==> src/rtl/axis_loopback_tester_if.sv <==
// AXI-Stream bundle used by the loopback tester on both its generator and checker sides.
interface axis_loopback_tester_if #(
    parameter int DATA_W = 128
);
    logic [DATA_W-1:0] tdata;
    logic              tvalid;
    logic              tlast;
    logic              tready;

    modport master (output tdata, output tvalid, output tlast, input tready);
    modport slave  (input tdata, input tvalid, input tlast, output tready);
endinterface

==> src/rtl/axis_loopback_tester.sv <==
// AXI-Stream traffic generator and checker: sends a deterministic burst, compares the
// returned stream against an independent copy of the pattern and reports the verdict.
module axis_loopback_tester #(
    parameter int DATA_W    = 128,
    parameter int LEN_W     = 16,
    parameter int GAP_W     = 4,
    parameter int TIMEOUT_W = 12
) (
    input  logic                    clk,
    input  logic                    rst,
    input  logic                    start,
    input  logic                    mode,
    input  logic [31:0]             seed,
    input  logic [LEN_W-1:0]        len,
    input  logic [GAP_W-1:0]        gap,
    axis_loopback_tester_if.master  m_axis,
    axis_loopback_tester_if.slave   s_axis,
    output logic                    busy,
    output logic                    done,
    output logic                    pass,
    output logic                    timeout,
    output logic [LEN_W-1:0]        err_count,
    output logic [LEN_W-1:0]        first_err_idx
);

    localparam int          LANES     = DATA_W / 32;
    localparam logic [31:0] LFSR_POLY = 32'h8020_0003;

    typedef enum logic [1:0] {
        S_IDLE = 2'd0,
        S_RUN  = 2'd1,
        S_DONE = 2'd2
    } state_t;

    // Right-shifting Galois LFSR step.
    function automatic logic [31:0] lfsr_step(input logic [31:0] s);
        logic [31:0] n;
        if (s[0]) begin
            n = (s >> 1) ^ LFSR_POLY;
        end else begin
            n = s >> 1;
        end
        return n;
    endfunction

    // Pattern state for beat 0; an all-zero LFSR seed would lock up, so it becomes 1.
    function automatic logic [DATA_W-1:0] pat_seed(input logic m, input logic [31:0] sd);
        logic [DATA_W-1:0] r;
        r = '0;
        if (m && (sd == 32'd0)) begin
            r[31:0] = 32'd1;
        end else begin
            r[31:0] = sd;
        end
        return r;
    endfunction

    function automatic logic [DATA_W-1:0] pat_next(input logic m, input logic [DATA_W-1:0] st);
        logic [DATA_W-1:0] r;
        r = '0;
        if (m) begin
            r[31:0] = lfsr_step(st[31:0]);
        end else begin
            r = st + DATA_W'(1);
        end
        return r;
    endfunction

    function automatic logic [DATA_W-1:0] pat_data(input logic m, input logic [DATA_W-1:0] st);
        logic [DATA_W-1:0] d;
        d = st;
        if (m) begin
            for (int i = 0; i < LANES; i++) begin
                d[32*i +: 32] = st[31:0] ^ 32'(i);
            end
        end else begin
            d = st;
        end
        return d;
    endfunction

    state_t                r_state;
    state_t                w_state_next;
    logic                  r_mode;
    logic [LEN_W-1:0]      r_len;
    logic [GAP_W-1:0]      r_gap;
    logic [GAP_W-1:0]      r_gap_cnt;
    logic [DATA_W-1:0]     r_tx_state;
    logic [LEN_W-1:0]      r_tx_cnt;
    logic                  r_m_tvalid;
    logic                  r_m_tlast;
    logic [DATA_W-1:0]     r_m_tdata;
    logic [DATA_W-1:0]     r_rx_state;
    logic [LEN_W-1:0]      r_rx_cnt;
    logic                  r_s_tready;
    logic [TIMEOUT_W-1:0]  r_wd;
    logic                  r_busy;
    logic                  r_done;
    logic                  r_pass;
    logic                  r_timeout;
    logic [LEN_W-1:0]      r_err;
    logic [LEN_W-1:0]      r_first;

    logic                  w_start_ok;
    logic                  w_tx_hs;
    logic                  w_rx_hs;
    logic                  w_rx_err;
    logic                  w_rx_final;
    logic                  w_wd_expire;
    logic [DATA_W-1:0]     w_seed_state;
    logic [DATA_W-1:0]     w_tx_nstate;
    logic [DATA_W-1:0]     w_rx_nstate;
    logic [DATA_W-1:0]     w_rx_exp;
    logic [LEN_W-1:0]      w_err_next;

    assign w_start_ok   = (r_state == S_IDLE) && start;
    assign w_tx_hs      = r_m_tvalid && m_axis.tready;
    assign w_rx_hs      = r_s_tready && s_axis.tvalid;
    assign w_seed_state = pat_seed(mode, seed);
    assign w_tx_nstate  = pat_next(r_mode, r_tx_state);
    assign w_rx_nstate  = pat_next(r_mode, r_rx_state);
    assign w_rx_exp     = pat_data(r_mode, r_rx_state);
    // Data and framing faults on one beat count as a single error.
    assign w_rx_err     = w_rx_hs && ((s_axis.tdata != w_rx_exp) ||
                                      (s_axis.tlast != (r_rx_cnt == (r_len - LEN_W'(1)))));
    assign w_rx_final   = w_rx_hs && ((r_rx_cnt + LEN_W'(1)) == r_len);
    assign w_wd_expire  = (r_state == S_RUN) && !w_rx_hs && (r_wd == '1);
    assign w_err_next   = (w_rx_err && (r_err != '1)) ? (r_err + LEN_W'(1)) : r_err;

    // Run-control state register.
    always_ff @(posedge clk) begin
        if (rst) begin
            r_state <= S_IDLE;
        end else begin
            r_state <= w_state_next;
        end
    end

    // Run-control next-state logic.
    always_comb begin
        w_state_next = r_state;
        case (r_state)
            S_IDLE: begin
                if (start) begin
                    w_state_next = (len == '0) ? S_DONE : S_RUN;
                end else begin
                    w_state_next = S_IDLE;
                end
            end
            S_RUN: begin
                if (w_rx_final || w_wd_expire) begin
                    w_state_next = S_DONE;
                end else begin
                    w_state_next = S_RUN;
                end
            end
            S_DONE:  w_state_next = S_IDLE;
            default: w_state_next = S_IDLE;
        endcase
    end

    // Generator, checker, watchdog and result registers.
    always_ff @(posedge clk) begin
        if (rst) begin
            r_mode     <= 1'b0;
            r_len      <= '0;
            r_gap      <= '0;
            r_gap_cnt  <= '0;
            r_tx_state <= '0;
            r_tx_cnt   <= '0;
            r_m_tvalid <= 1'b0;
            r_m_tlast  <= 1'b0;
            r_m_tdata  <= '0;
            r_rx_state <= '0;
            r_rx_cnt   <= '0;
            r_s_tready <= 1'b0;
            r_wd       <= '0;
            r_busy     <= 1'b0;
            r_done     <= 1'b0;
            r_pass     <= 1'b0;
            r_timeout  <= 1'b0;
            r_err      <= '0;
            r_first    <= '0;
        end else begin
            r_busy     <= (w_state_next == S_RUN);
            r_done     <= (w_state_next == S_DONE);
            r_s_tready <= (w_state_next == S_RUN);
            if (w_start_ok) begin
                r_mode     <= mode;
                r_len      <= len;
                r_gap      <= gap;
                r_gap_cnt  <= '0;
                r_tx_state <= w_seed_state;
                r_tx_cnt   <= '0;
                r_m_tvalid <= (len != '0);
                r_m_tlast  <= (len == LEN_W'(1));
                r_m_tdata  <= pat_data(mode, w_seed_state);
                r_rx_state <= w_seed_state;
                r_rx_cnt   <= '0;
                r_wd       <= '0;
                r_pass     <= (len == '0);
                r_timeout  <= 1'b0;
                r_err      <= '0;
                r_first    <= '0;
            end else if (r_state == S_RUN) begin
                // Generator: a beat is held until accepted, then gap idle cycles follow.
                if (w_state_next != S_RUN) begin
                    r_m_tvalid <= 1'b0;
                end else if (w_tx_hs) begin
                    r_tx_state <= w_tx_nstate;
                    r_tx_cnt   <= r_tx_cnt + LEN_W'(1);
                    if ((r_tx_cnt + LEN_W'(1)) == r_len) begin
                        r_m_tvalid <= 1'b0;
                    end else if (r_gap == '0) begin
                        r_m_tvalid <= 1'b1;
                        r_m_tdata  <= pat_data(r_mode, w_tx_nstate);
                        r_m_tlast  <= ((r_tx_cnt + LEN_W'(2)) == r_len);
                    end else begin
                        r_m_tvalid <= 1'b0;
                        r_gap_cnt  <= r_gap;
                    end
                end else if (r_gap_cnt != '0) begin
                    r_gap_cnt <= r_gap_cnt - GAP_W'(1);
                    if (r_gap_cnt == GAP_W'(1)) begin
                        r_m_tvalid <= 1'b1;
                        r_m_tdata  <= pat_data(r_mode, r_tx_state);
                        r_m_tlast  <= ((r_tx_cnt + LEN_W'(1)) == r_len);
                    end
                end

                // Checker and watchdog.
                if (w_rx_hs) begin
                    r_rx_state <= w_rx_nstate;
                    r_rx_cnt   <= r_rx_cnt + LEN_W'(1);
                    r_wd       <= '0;
                end else begin
                    r_wd <= r_wd + TIMEOUT_W'(1);
                end
                r_err <= w_err_next;
                if (w_rx_err && (r_err == '0)) begin
                    r_first <= r_rx_cnt;
                end
                if (w_wd_expire) begin
                    r_timeout <= 1'b1;
                end
                if (w_state_next == S_DONE) begin
                    r_pass <= !w_wd_expire && (w_err_next == '0);
                end
            end else begin
                r_m_tvalid <= 1'b0;
            end
        end
    end

    assign m_axis.tdata   = r_m_tdata;
    assign m_axis.tvalid  = r_m_tvalid;
    assign m_axis.tlast   = r_m_tlast;
    assign s_axis.tready  = r_s_tready;
    assign busy           = r_busy;
    assign done           = r_done;
    assign pass           = r_pass;
    assign timeout        = r_timeout;
    assign err_count      = r_err;
    assign first_err_idx  = r_first;

endmodule

==> src/flat_wrapper.sv <==
// flat-port wrapper written by rule: the top's interface ports become plain ports
module axis_loopback_tester_flat 
#(
    parameter int DATA_W    = 128,
    parameter int LEN_W     = 16,
    parameter int GAP_W     = 4,
    parameter int TIMEOUT_W = 12
)
  (clk, rst, start, mode, seed, len, gap, busy, done, pass, timeout, err_count, first_err_idx, m_axis_tdata, m_axis_tvalid, m_axis_tlast, m_axis_tready, s_axis_tdata, s_axis_tvalid, s_axis_tlast, s_axis_tready);
  axis_loopback_tester_if #(.DATA_W(DATA_W)) m_axis_i ();
  axis_loopback_tester_if #(.DATA_W(DATA_W)) s_axis_i ();
  input  logic clk;
  input  logic rst;
  input  logic start;
  input  logic mode;
  input  logic [31:0] seed;
  input  logic [LEN_W-1:0] len;
  input  logic [GAP_W-1:0] gap;
  output logic busy;
  output logic done;
  output logic pass;
  output logic timeout;
  output logic [LEN_W-1:0] err_count;
  output logic [LEN_W-1:0] first_err_idx;
  output wire logic [$bits(m_axis_i.tdata)-1:0] m_axis_tdata;
  output wire logic [$bits(m_axis_i.tvalid)-1:0] m_axis_tvalid;
  output wire logic [$bits(m_axis_i.tlast)-1:0] m_axis_tlast;
  input wire logic [$bits(m_axis_i.tready)-1:0] m_axis_tready;
  input wire logic [$bits(s_axis_i.tdata)-1:0] s_axis_tdata;
  input wire logic [$bits(s_axis_i.tvalid)-1:0] s_axis_tvalid;
  input wire logic [$bits(s_axis_i.tlast)-1:0] s_axis_tlast;
  output wire logic [$bits(s_axis_i.tready)-1:0] s_axis_tready;
  assign m_axis_tdata = m_axis_i.tdata;
  assign m_axis_tvalid = m_axis_i.tvalid;
  assign m_axis_tlast = m_axis_i.tlast;
  assign m_axis_i.tready = m_axis_tready;
  assign s_axis_i.tdata = s_axis_tdata;
  assign s_axis_i.tvalid = s_axis_tvalid;
  assign s_axis_i.tlast = s_axis_tlast;
  assign s_axis_tready = s_axis_i.tready;
  axis_loopback_tester #(.DATA_W(DATA_W), .LEN_W(LEN_W), .GAP_W(GAP_W), .TIMEOUT_W(TIMEOUT_W)) u_core (.clk(clk), .rst(rst), .start(start), .mode(mode), .seed(seed), .len(len), .gap(gap), .m_axis(m_axis_i), .s_axis(s_axis_i), .busy(busy), .done(done), .pass(pass), .timeout(timeout), .err_count(err_count), .first_err_idx(first_err_idx));
endmodule
==> config.mk <==
export PLATFORM = sky130hd
export DESIGN_NAME = axis_loopback_tester_flat
export DESIGN_NICKNAME = d
export VERILOG_FILES = /design/src/rtl/axis_loopback_tester_if.sv /design/src/rtl/axis_loopback_tester.sv /design/src/flat_wrapper.sv
export SDC_FILE = /design/constraint.sdc
export NUM_CORES = 2
export LEC_CHECK = 0
export BUFFER_PORTS_ARGS = -buffer_cell sky130_fd_sc_hd__buf_4
export CAP_MARGIN = 15
export CELL_PAD_IN_SITES_DETAIL_PLACEMENT = 1
export CELL_PAD_IN_SITES_GLOBAL_PLACEMENT = 2
export CORE_ASPECT_RATIO = 1.5
export CORE_MARGIN = 2
export CORE_UTILIZATION = 37
export DETAILED_ROUTE_END_ITERATION = 8
export PLACE_DENSITY_LB_ADDON = 0.1
export SETUP_SLACK_MARGIN = 0.3
export SYNTH_ARGS = -nofsm -noshare
export SYNTH_HDL_FRONTEND = slang
export SYNTH_SLANG_ARGS = --single-unit
export TNS_END_PERCENT = 5
==> constraint.sdc <==
create_clock -name clk -period 7.2 [get_ports clk]
set_input_delay 0 -clock clk [delete_from_list [all_inputs] [get_ports clk]]
set_output_delay 0 -clock clk [all_outputs]
set_load 0.02 [all_outputs]
==> results_dict.tcl <==
set metrics [dict create \
    status "finished, final reports clean" \
    synth_top_flop_cell "dfxtp_1" \
    final_cell_mix "nor2_1, nand2_1, dfxtp_1, buf_4, a21oi_1" \
    postLayoutCellArea_um2 37800 \
    vias_per_cell 6.03 \
    io_pins 354 \
    layout_nets 4796 \
    syn2layout_area_growth_pct 17.7 \
    synth-xor-area-share_pct 11.4 \
    worst-setup-path-type "register to register" \
    yosys_warnings 0 \
    tritoncts "built" \
    worstReg2RegEnd "u_core.m_axis.tdata[2]" \
    die-area_um2 89100 \
    post_drt_wl_per_cell_um 27.6 \
    simple_logic_cell_fraction_of_the_synthesized_area_pct 29.0 \
    synth_sequential_area_ratio_pct 30.8 \
    synth_top_family_by_area "simple AND/OR/NAND/NOR gates" \
    netlist_instances 4454 \
    syn_area_per_cell_um2 7.20 \
    worstMarginPinSlew_ps 1150 \
    crit_required_ps 7740 \
    preCtsSetupSlack_ps 1840 \
    timing.critical_path.from_type "register" \
    beginning_of_the_worst_hold_path "gap[1]" \
    largest_fanout_of_any_net_on_the_critical_path 102 \
    slew_violations 0 \
    worst_ir_drop_on_vdd_v 0.000216 \
    antenna_violating_nets_post_route 0 \
    detail_route.first_pass.iterations 7 \
    vias 34800 \
    reg2regPathDepth 14 \
    cap_viol_max_count 0 \
    timing.final.setup_violations 0 \
    cts_hold_buf 56 \
    synthesis.nets 4653 \
    grt_antenna_before_repair 4 \
    clock.fmax_ghz 0.186 \
    globalRoute.totalOverflow 0 \
    async_reset_ff_share_pct 0 \
    grt_setup_unrepaired "no" \
    clk_path_buf_depth 3 \
    detailed_place_hpwl_um 120000 \
    number_of_sinks_handled_by_clock_tree_synthesis 493 \
    worst_slew_margin_rel_pct 22.5 \
    yosys.area_share.adder_pct 0.468 \
    timing.hold.worst_endpoint "u_core.r_gap[1]" \
    worst-endpoint-arrival_ps 5910 \
    number_of_global_route_vias_before_repair 34200 \
    cellPowerDensity_nw_per_um2 196 \
    reg2reg_from "u_core.r_tx_cnt[0]" \
    hp-class "input pin to register" \
    synth_compound_gate_area_share_pct 19.6 \
    post_route_cells_drive_above_1_share_pct 12.1 \
    report.final.hold_viol_count 0 \
    grt_first_pass_wirelength_um 232000 \
    finalSetupTns_ps 0 \
    floorplan.core_area_um2 86000 \
    report.power.total_mw 7.39 \
    end_kind "register" \
    period_share_pct 74.7 \
    muxShareOfSynthArea_pct 3.38 \
    place.port_buffers 353 \
    insertion_delay_ps 660 \
    drc 0 \
    cts.repair.resized 0 \
    num_rows 132 \
    post-cts-setup-buffers 0 \
    grt_use_total_pct 34.7 \
    die_width_um 244 \
    number_of_cts_inserted_buffers 55 \
    cts-htree-levels 2 \
    period_needed_ps 5370 \
    clock_slew_at_reported_path_ffs_ps 60 \
    grt_max_degree 144 \
    route.final.wire_length_um 159000 \
    synth_area_um2 32100 \
    initial_utilization_pct 37.3 \
    finClkSkew_ps 33.0 \
    cts-root-buf "clkbuf_16" \
    hold-path-cell-count 4 \
    drt_first_iter_violations 2473 \
    post_synth_edffs 0 \
    layout.cells.most_common "nor2_1" \
    ys_ff_latch 493 \
    routabilityCongestion 0.985 \
    die-height_um 365 \
    power.static_leakage_nw 13.0 \
    placed_cell_area_um2 35200 \
    ys_types 86 \
    setup_ws_ps 1830 \
    reg_to_reg_setup_timing_slack_ps 1830 \
]
-- per-stage QoR --
stage | util, % | instances | hold WS, ps
2_1_floorplan | - | 4454 | 136
3_3_place_gp | 40.9 | 5623 | 255
3_5_place_dp | 40.9 | 5623 | 264
4_1_cts | 43.9 | 5775 | 53.0
5_1_grt | 43.9 | 5777 | 161
6_report | 43.9 | 5777 | 169
-- sequential cells by signal, summed over array words and instances (netlist names), 16 cells and up --
signal	flops
u_core.err_count	16
u_core.m_axis.tdata	128
u_core.first_err_idx	16
u_core.r_len	16
u_core.r_tx_state	128
u_core.r_tx_cnt	16
u_core.r_rx_cnt	16
u_core.r_rx_state	128
-- critical path: stages (launching register included) --
cell and delay [ps]:
dfxtp_1 650, ha_1 330, and3_1 250, nand3_1 200, nor2_1 360, a31oi_1 150, or4b_1 540, o31ai_1 390
a21oi_1 170, a21oi_2 620, nor2_4 200, buf_4 440, nor2_1 210, a211oi_1 60, dlygate4sd3_1 600
-- cell type report --
class / count / area (um2)
Clock inverter: 20 / 349
Tap cell: 1139 / 1430
Multi-Input combinational cell: 3523 / 20600
Fill cell: 10700 / 48300
Clock buffer: 76 / 1620
Inverter: 54 / 204
Timing Repair Buffer: 470 / 3710
Antenna cell: 2 / 5.00
Sequential cell: 493 / 9870
-- worst max-delay path by stage --
stage,slack [ps],cells past startpoint,to,from
5_1_grt,1350,14,u_core.m_axis.tdata[2],u_core.r_tx_cnt[2]
2_1_floorplan,3680,14,u_core.first_err_idx[11],u_core.r_len[5]
4_1_cts,1830,10,u_core.first_err_idx[6],u_core.r_mode
3_5_place_dp,1840,10,u_core.first_err_idx[3],u_core.r_mode
3_3_place_gp,1990,10,u_core.first_err_idx[14],u_core.r_mode
6_report,1830,14,u_core.m_axis.tdata[2],u_core.r_tx_cnt[0]
-- power by group --
| part | switching [mW] | internal, mW |
|---|---|---|
| clock network | 1.31 | 1.88 |
| logic | 0.771 | 0.427 |
| registers | 0.178 | 2.82 |
| total | 2.26 | 5.13 |
-- layer usage --
| metal | routed length [um] | share of wire, % | vias to the layer above | GRT usage, % |
|---|---|---|---|---|
| li1 | - | - | 16100 | - |
| met1 | 59600 | 37 | 17100 | 38.5 |
| met2 | 77300 | 49 | 1201 | 60.6 |
| met3 | 8140 | 5.1 | 435 | 4.19 |
| met4 | 14200 | 8.9 | 2 | 26.6 |
| met5 | 27 | 0.017 | - | 0 |
-- cell families after synthesis --
| group | count (synthesis) |
|---|---|
| and+or+nand+nor | 1970 |
| DFF | 493 |
| muxes | 108 |
| buffers and inverters | 438 |
| adders and majority gates | 12 |
| xor gates and xnor gates | 417 |
| AOI/OAI and AO/OA | 1016 |
-- synthesized netlist by cell type (67+ instances only) --
cell type,number,area [um2]
nand3_1,205,1030
nor3_1,122,611
nor4_1,67,419
o21ai_0,240,1200
nand4_1,113,707
and3_1,81,507
xnor2_1,222,1940
nand2_1,529,1990
nor2_1,612,2300
dfxtp_1,493,9870
a21oi_1,339,1700
clkbuf_1,317,1190
mux2i_1,106,1060
xor2_1,194,1700
Power figures use the tool's default switching activity.
